--- config.mk ---
export PLATFORM = sky130hd
export DESIGN_NAME = serial_addsub
export DESIGN_NICKNAME = d
export VERILOG_FILES = /design/src/rtl/serial_addsub_pkg.sv /design/src/rtl/serial_addsub_digit_adder.sv /design/src/rtl/serial_addsub.sv
export SDC_FILE = /design/constraint.sdc
export NUM_CORES = 1
export LEC_CHECK = 0
export ABC_AREA = 1
export BUFFER_PORTS_ARGS = -buffer_cell sky130_fd_sc_hd__buf_2
export CORE_UTILIZATION = 54
export DETAILED_ROUTE_END_ITERATION = 16
export GPL_ROUTABILITY_DRIVEN = 0
export PLACE_DENSITY = 0.87
export SLEW_MARGIN = 20
export SYNTH_ARGS = -nofsm -noshare
export SYNTH_HDL_FRONTEND = slang
export SYNTH_SLANG_ARGS = --single-unit
--- constraint.sdc ---
create_clock -name clk -period 1.8 [get_ports clk]
set_input_delay 0.09 -clock clk [delete_from_list [all_inputs] [get_ports clk]]
set_output_delay 0.09 -clock clk [all_outputs]
set_load 0.005 [all_outputs]
--- src/rtl/serial_addsub_pkg.sv ---
// Shared types and constants for the digit-serial adder/subtractor:
// FSM state encoding plus operation and mode selector values.
package serial_addsub_pkg;

   typedef enum logic {
      ST_IDLE = 1'b0,
      ST_RUN  = 1'b1
   } state_t;

   localparam logic OP_ADD   = 1'b0;
   localparam logic OP_SUB   = 1'b1;
   localparam logic SIGNED   = 1'b1;
   localparam logic UNSIGNED = 1'b0;

endpackage

--- src/rtl/serial_addsub_digit_adder.sv ---
// Combinational K-bit ripple adder used once per digit.
// Ports: a, b (K), cin -> s (K), cout.
module serial_addsub_digit_adder #(
   parameter int K = 2
) (
   input  logic [K-1:0] a,
   input  logic [K-1:0] b,
   input  logic         cin,
   output logic [K-1:0] s,
   output logic         cout
);

   always_comb begin
      {cout, s} = {1'b0, a} + {1'b0, b} + {{K{1'b0}}, cin};
   end

endmodule

--- src/rtl/serial_addsub.sv ---
// Digit-serial N-bit adder/subtractor, K bits per clock.
// Ports: clk, rst (sync, high), start, a, b, sub, symbol in;
//  busy, done, sum, cout, overflow out.
module serial_addsub
   import serial_addsub_pkg::*;
#(
   parameter int N = 8,
   parameter int K = 2
) (
   input  logic         clk,
   input  logic         rst,
   input  logic         start,
   input  logic [N-1:0] a,
   input  logic [N-1:0] b,
   input  logic         sub,
   input  logic         symbol,
   output logic         busy,
   output logic         done,
   output logic [N-1:0] sum,
   output logic         cout,
   output logic         overflow
);

   localparam int DIGITS = N / K;
   // One spare bit so the count never wraps at a power of two.
   localparam int CW = $clog2(DIGITS) + 1;
   localparam logic [CW-1:0] LAST = CW'(DIGITS - 1);

   state_t         state;
   state_t         state_next;
   logic [N-1:0]   a_sh;
   logic [N-1:0]   b_sh;
   logic [N-1:0]   res_sh;
   logic [N-1:0]   res_next;
   logic [N-1:0]   s_ext;
   logic           carry;
   logic           sym;
   logic [CW-1:0]  cnt;
   logic [K-1:0]   dig_s;
   logic           dig_c;
   logic           last;
   logic           accept;
   logic           ovf_next;

   serial_addsub_digit_adder #(.K(K)) u_digit (
      .a    (a_sh[K-1:0]),
      .b    (b_sh[K-1:0]),
      .cin  (carry),
      .s    (dig_s),
      .cout (dig_c)
   );

   assign busy = (state == ST_RUN);
   assign last = (state == ST_RUN) && (cnt == LAST);

   // New digit enters at the top; after the last digit the
   // register holds the whole result in order.
   always_comb begin
      s_ext = '0;
      s_ext[K-1:0] = dig_s;
      res_next = (res_sh >> K) | (s_ext << (N - K));
   end

   // On the last digit the operand low bits are the MSBs of A and b_eff.
   always_comb begin
      ovf_next = sym
         && (a_sh[K-1] == b_sh[K-1])
         && (res_next[N-1] != a_sh[K-1]);
   end

   always_ff @(posedge clk) begin
      if (rst) state <= ST_IDLE;
      else     state <= state_next;
   end

   always_comb begin
      state_next = state;
      accept     = 1'b0;
      case (state)
         ST_IDLE: begin
            if (start) begin
               accept     = 1'b1;
               state_next = ST_RUN;
            end
         end
         ST_RUN: begin
            if (last) state_next = ST_IDLE;
         end
         default: state_next = ST_IDLE;
      endcase
   end

   always_ff @(posedge clk) begin
      if (rst) begin
         a_sh     <= '0;
         b_sh     <= '0;
         res_sh   <= '0;
         carry    <= 1'b0;
         sym      <= 1'b0;
         cnt      <= '0;
         done     <= 1'b0;
         sum      <= '0;
         cout     <= 1'b0;
         overflow <= 1'b0;
      end else begin
         done <= 1'b0;
         if (accept) begin
            a_sh   <= a;
            b_sh   <= (sub == OP_SUB) ? ~b : b;
            carry  <= sub;
            sym    <= symbol;
            cnt    <= '0;
            res_sh <= '0;
         end else if (state == ST_RUN) begin
            a_sh   <= a_sh >> K;
            b_sh   <= b_sh >> K;
            res_sh <= res_next;
            carry  <= dig_c;
            cnt    <= cnt + CW'(1);
            if (last) begin
               sum      <= res_next;
               cout     <= dig_c;
               overflow <= ovf_next;
               done     <= 1'b1;
            end
         end
      end
   end

endmodule

==> reports/qor.txt, run 1 <==
Critical Path Source Type - flip-flop
most used cell, CP - inv_1
Vias/cell - 4.71
RSZ-0062 raised after global routing - no
post-CTS setup repair buffer count - 0
DRT Pass-1 Iters - 4
post-synth top area share - 0.446
Tightest Pin Transition - 0.397 ns
DRC violations left - 0
CTS max path bufs - 2
die area - 3470 um2
synthesized cell area - 1750 um2
die height - 58.9 um
Cell Rows - 20
vias in the first global route - 1377
Pleak - 0.00104 uW
max_cap viols - 0
Synth Flop Type - dfxtp_1
Syn Nets - 271
DR WL/cell - 10.2 um
root buffer cell - clkbuf_4
yosys warns - 0
Synth Area per Inst - 7.14 um2
HPWL Detailed - 2320 um
cell area after layout - 2040 um2
endpoints failing hold - 0
nets - 306
final setup TNS - 0 ns
fin crit share - 0.933
H-tree lvl count - 2
dominant cell type by area after synthesis - dfxtp_1
hold path cells - 4
port bufs - 32
IO Count - 33
Worst Setup End Kind - flip-flop
GR Util All Layers - 0.216
Clock Sinks - 39
Hold WC Path Type - primary input to flip-flop
Max Freq - 595 MHz
max incr delay on CP - 0.55 ns
Area Growth Syn to Fin - 16.7%
Critical Path AT - 1.98 ns
placed cell areas - 1910 um2
CTS tree - yes
initial core utilization - 0.573
Total Power - 1840 uW
hold slack - 0.0349 ns
status - finished, final reports clean
flops & latches, synth - 39
worst ir drop on vdd - 0.000660 V
worst path required time - 2.10 ns
number of synthesized flops with an enable pin - 0
global-route wire length before repair - 5530 um
total grt overflow - 0
slew margin rel. - 0.735
die width - 58.9 um
Cell Chain, Critical Path - inv_1 -> fa_2 -> fa_1 -> inv_1 -> nand2_1 -> nand3_1 -> o21ai_1
Clock Latency Late Sink - 0.36 ns
clk slew on worst S/H paths - 0.11 ns
async set-or-reset flop fraction in the synthesized netlist - 0
critical path class - flip-flop to flip-flop
PD cells - 900 nW/um2
share of cells above drive strength 1 - 0.192
register area share after synthesis - 0.446
1st-iter DRT viols - 60
Distinct cells, synth - 24
Inserted Clock Buffers - 5
fillcell total - 281
final setup fails - 0
Crit Path Max Fanout - 3
largest net degree at the start of global routing - 20
Tmin final - 1.68 ns
R2R depth - 7
Mapped Cells - 245
Final ANT Viol Nets - 0
final slew viol count - 0
Antenna diodes - 0
most frequent cells after synthesis - nand2_1, dfxtp_1, inv_1
most frequent cell after synthesis - nand2_1
slowest library cell on the worst path - fa_1
DR vias - 1531
Final Skew - 0.0104 ns
initial antenna violation count - 0
drt total wl - 3320 um
CORE AREA - 3050 um2
largest cells by area after synthesis - dfxtp_1, nand2_1, a21oi_1
==> cell families (layout without fill, tap and decap cells) <==
group                      count (synthesis)  after routing  synth area share
DFF                                       39             39             0.446
xor gates and xnor gates                   1              1           0.00501
buffers and inverters                     43             79             0.113
and+or+nand+nor                          127            127             0.305
adders and majority gates                  5              5            0.0444
AOI/OAI and AO/OA                         30             30            0.0858
==> worst max-delay path: cells and delay by family (launching register included) <==
| kind | cells | cell delay (ns) |
|---|---|---|
| adders and majority gates | 2 | 0.94 |
| buffers and inverters | 2 | 0.11 |
| AOI/OAI and AO/OA | 1 | 0.10 |
| DFF | 1 | 0.34 |
| and+or+nand+nor | 2 | 0.12 |
==> where the power goes <==
part,internal [uW],switching [uW],total (uW)
sequential,893,18.6,912
clock,432,303,734
combinational,72.9,118,191
total,1400,439,1840
==> per-stage QoR <==
step	worst slack, ns	util	std cells
after floorplan	0.175	-	245
after global placement	0.137	0.627	315
after detailed placement	0.102	0.627	315
after CTS	0.0689	0.668	325
after global routing	0.0475	0.669	325
final	0.120	0.669	325
==> cells in the final DEF, fill, tap and decap left out, drive strengths merged <==
cell         count
a21oi           25
buf             34
bufinv           2
clkbuf           5
clkinv           1
clkinvlp         1
dfxtp           39
dlygate4sd3      2
fa               2
ha               3
inv             34
nand2          101
nand3           17
nor2             5
nor3             1
o21ai            5
or2              3
xnor2            1
==> path summary, 6_finish.rpt <==
kind                           end  slack [ns]                 start
max reg2reg  overflow$_SDFFE_PP0P_        0.12  a_sh[0]$_SDFFE_PP0P_
min           b_sh[7]$_SDFFE_PP0P_        0.03                  b[7]
min reg2reg    sum[5]$_SDFFE_PP0P_        0.45   sum[5]$_SDFFE_PP0P_
max          overflow$_SDFFE_PP0P_        0.12  a_sh[0]$_SDFFE_PP0P_
==> timing repair <==
item | 4_1_cts | 5_1_grt
hold buffers | 2 | 0
hold endpoints to repair | 2 | 0
resized for setup | 0 | 2
setup endpoints to repair | 0 | 1
==> metal layers <==
metal | routed length [um] | GRT usage | vias up
met5 | 0 | 0 | -
met4 | 60 | 0.102 | 0
met3 | 143 | 0.0462 | 6
met2 | 1570 | 0.386 | 39
met1 | 1540 | 0.241 | 669
li1 | - | - | 817
==> area by class of cell <==
class | instances | area, um2 | area share
tap | 44 | 55.1 | 0.0270
multi-input combinational | 163 | 773 | 0.379
clock inverter | 3 | 67.6 | 0.0331
sequential | 39 | 782 | 0.383
timing repair buffer | 36 | 195 | 0.0956
inverter | 35 | 131 | 0.0643
clock buffer | 5 | 37.5 | 0.0184
==> state kept, by name (all words and copies together) (netlist names) <==
| signal | flops |
|---|---|
| sym | 1 |
| cout | 1 |
| b_sh | 8 |
| a_sh | 8 |
| res_sh | 6 |
| done | 1 |
| cnt | 3 |
| carry | 1 |
| sum | 8 |
| overflow | 1 |
| busy | 1 |
Power figures use the tool's default switching activity.
==> inputs of run 2 (changes only) <==
--- a/config.mk
+++ b/config.mk
@@ -7,6 +7,7 @@
 export LEC_CHECK = 0
 export ABC_AREA = 1
 export BUFFER_PORTS_ARGS = -buffer_cell sky130_fd_sc_hd__buf_2
+export CORE_ASPECT_RATIO = 0.9
 export CORE_UTILIZATION = 54
 export DETAILED_ROUTE_END_ITERATION = 16
 export GPL_ROUTABILITY_DRIVEN = 0
==> run 2 against run 1 <==
Against the previous run:
- sequential share of layout area rose by 0.32 points
- combinational power up 3%
- sequential cell count unchanged
- die area is essentially flat
- final area fell by 0.98%
- clock skew grew 0.0029 ns
- critical path depth stayed put
- critical path type unchanged
- largest power group unchanged
- highest routed layer unchanged
==> reports/qor.txt, run 2 (same netlist as run 1, synthesis figures left out) <==
H-tree lvl count - 2 (unchanged)
Crit path max-delay family - adder cells
worst ir drop on vdd - 0.000544 V (-18%)
Final ANT Viol Nets - 0 (unchanged)
commonest non-fill, non-tap cells in the layout - nand2_1, dfxtp_1, buf_2
final setup fails - 0 (unchanged)
worst path required time - 2.10 ns (about the same)
global-route wire length before repair - 5600 um (+1.2%)
multi-input logic area - 773 um2 (unchanged)
hold path cells - 4 (unchanged)
Inserted Clock Buffers - 5 (unchanged)
Final Skew - 0.0133 ns (+0.00290 ns)
total grt overflow - 0 (unchanged)
Finished Core Util - 0.659 (-0.00953)
fillcell total - 276 (-1.8%)
most used cell, CP - inv_1
Inst Count DP - 313 (-0.63%)
max_cap viols - 0 (unchanged)
pre-CTS setup slack - 0.105 ns (+0.00349 ns)
nets - 307 (+0.33%)
Tmin final - 1.70 ns (+0.0178 ns)
Worst Hold End - b_sh[6]$_SDFFE_PP0P_
endpoints failing hold - 0 (unchanged)
CORE AREA - 3070 um2 (+0.45%)
root buffer cell - clkbuf_4
Critical Path Source Type - flip-flop
Regs by FF count - a_sh: 8 flops, b_sh: 8 flops, sum: 8 flops
FF/Latch Area - 781 um2 (-0.16%)
Critical Path AT - 1.99 ns (about the same)
die area - 3470 um2 (about the same)
drt total wl - 3160 um (-4.9%)
slowest library cell on the worst path - fa_1
Hold Crit Start - b[6]
Clock Latency Late Sink - 0.35 ns (about the same)
largest net degree at the start of global routing - 20 (unchanged)
Crit Path Max Fanout - 3 (unchanged)
share of cells above drive strength 1 - 0.191 (-0.000681)
critical path class - flip-flop to flip-flop
vias in the first global route - 1309 (-4.9%)
Cell Chain, Critical Path - inv_1 -> fa_2 -> fa_1 -> inv_1 -> nand2_1 -> nand3_1 -> o21ai_1
Clock Sinks - 39 (unchanged)
DR vias - 1536 (+0.33%)
initial core utilization - 0.570 (-0.00257)
RR Startpoint - a_sh[0]$_SDFFE_PP0P_
clk slew on worst S/H paths - 0.12 ns (about the same)
CTS tree - yes
RSZ-0062 raised after global routing - no
fin worst setup slack - 0.102 ns (-0.0178 ns)
Worst Setup SP - a_sh[0]$_SDFFE_PP0P_
Worst Setup End Kind - flip-flop
Max Freq - 589 MHz (-1.1%)
IO Count - 33 (unchanged)
final setup TNS - 0 ns (unchanged)
port bufs - 32 (unchanged)
fin crit share - 0.943 (+0.00991)
max incr delay on CP - 0.55 ns (about the same)
GR Util All Layers - 0.222 (+0.00676)
Total Power - 1680 uW (-8.4%)
DR WL/cell - 9.75 um (-4.6%)
Antenna diodes - 0 (unchanged)
status - finished, final reports clean
DRC violations left - 0 (unchanged)
Vias/cell - 4.74 (+0.64%)
R2R setup slack - 0.10 ns (-0.02 ns)
final slew viol count - 0 (unchanged)
Bufs and invs on worst path - 2 (unchanged)
reg2reg end - overflow$_SDFFE_PP0P_
die width - 62.0 um (+5.2%)
most common cell after layout, fill and taps aside - nand2_1
Hold WC Path Type - primary input to flip-flop
Area Growth Syn to Fin - 15.6%
die height - 56.0 um (-5.0%)
DRT Pass-1 Iters - 6 (+2)
fin cells - 324 (-0.31%)
slew margin rel. - 0.728 (-0.00690)
Pleak - 0.00103 uW (-0.21%)
R2R depth - 7 (unchanged)
initial antenna violation count - 0 (unchanged)
CTS max path bufs - 2 (unchanged)
Tightest Pin Transition - 0.408 ns (+0.0109 ns)
PD cells - 832 nW/um2 (-7.5%)
1st-iter DRT viols - 64 (+6.7%)
HPWL Detailed - 2250 um (-3.2%)
Cell Rows - 19 (-5.0%)
-- run 2: cell count changes in the layout (fill, tap and decap cells not counted) --
cell / change
buf_4: +1
clkinv_2: +1
clkinvlp_4: -1
dfxtp_1: +1
bufinv_16: -1
dfxtp_2: -1
clkinv_4: +1
-- run 2: power by group --
group / total [uW] / internal (uW) / switching [uW]
combinational: 196 / 76.8 / 119
sequential: 909 / 893 / 16.2
clock: 578 / 292 / 286
total: 1680 / 1260 / 421
-- run 2: timing repair --
action                                  CTS  global route
hold buffers                              2             0
hold endpoints to repair                  2             0
setup buffers                             0             1
resized for setup                         0             1
endpoints found under the setup margin    0             1
-- run 2: worst max-delay path by stage --
stage                       endpoint  slack (ns)  depth (start not counted)
2_1_floorplan  overflow$_SDFFE_PP0P_        0.18                          7
3_3_place_gp   overflow$_SDFFE_PP0P_        0.14                          7
3_5_place_dp   overflow$_SDFFE_PP0P_        0.11                          7
4_1_cts        overflow$_SDFFE_PP0P_        0.08                          7
5_1_grt        overflow$_SDFFE_PP0P_        0.03                          7
6_report       overflow$_SDFFE_PP0P_        0.10                          7
-- run 2: final cells by class --
type,instances,share of cell area
inverter,35,0.0650
timing repair buffer,37,0.100
tap,42,0.0260
clock inverter,3,0.0217
multi-input combinational,163,0.382
sequential,39,0.386
clock buffer,5,0.0186
-- run 2: routing by layer --
layer,routed length [um],vias to the layer above,share of wire,GRT usage
met2,1490,33,0.47,0.331
met3,159,4,0.050,0.0977
met1,1490,681,0.47,0.287
met5,0,-,0,0
li1,-,818,-,-
met4,21,0,0.0066,0.0667
-- run 2: per-stage QoR --
stage                     instance area (um2)  hold slack, ns
after floorplan                          1750           0.233
after global placement                   1910           0.341
after detailed placement                 1910           0.347
after CTS                                2010          0.0256
after global routing                     2020          0.0530
final                                    2020          0.0290
-- run 2: worst min-delay path, cell delays in order --
cell,delay [ns]
buf_2,0.08
nand2_1,0.04
nand3_1,0.07
a21oi_1,0.05
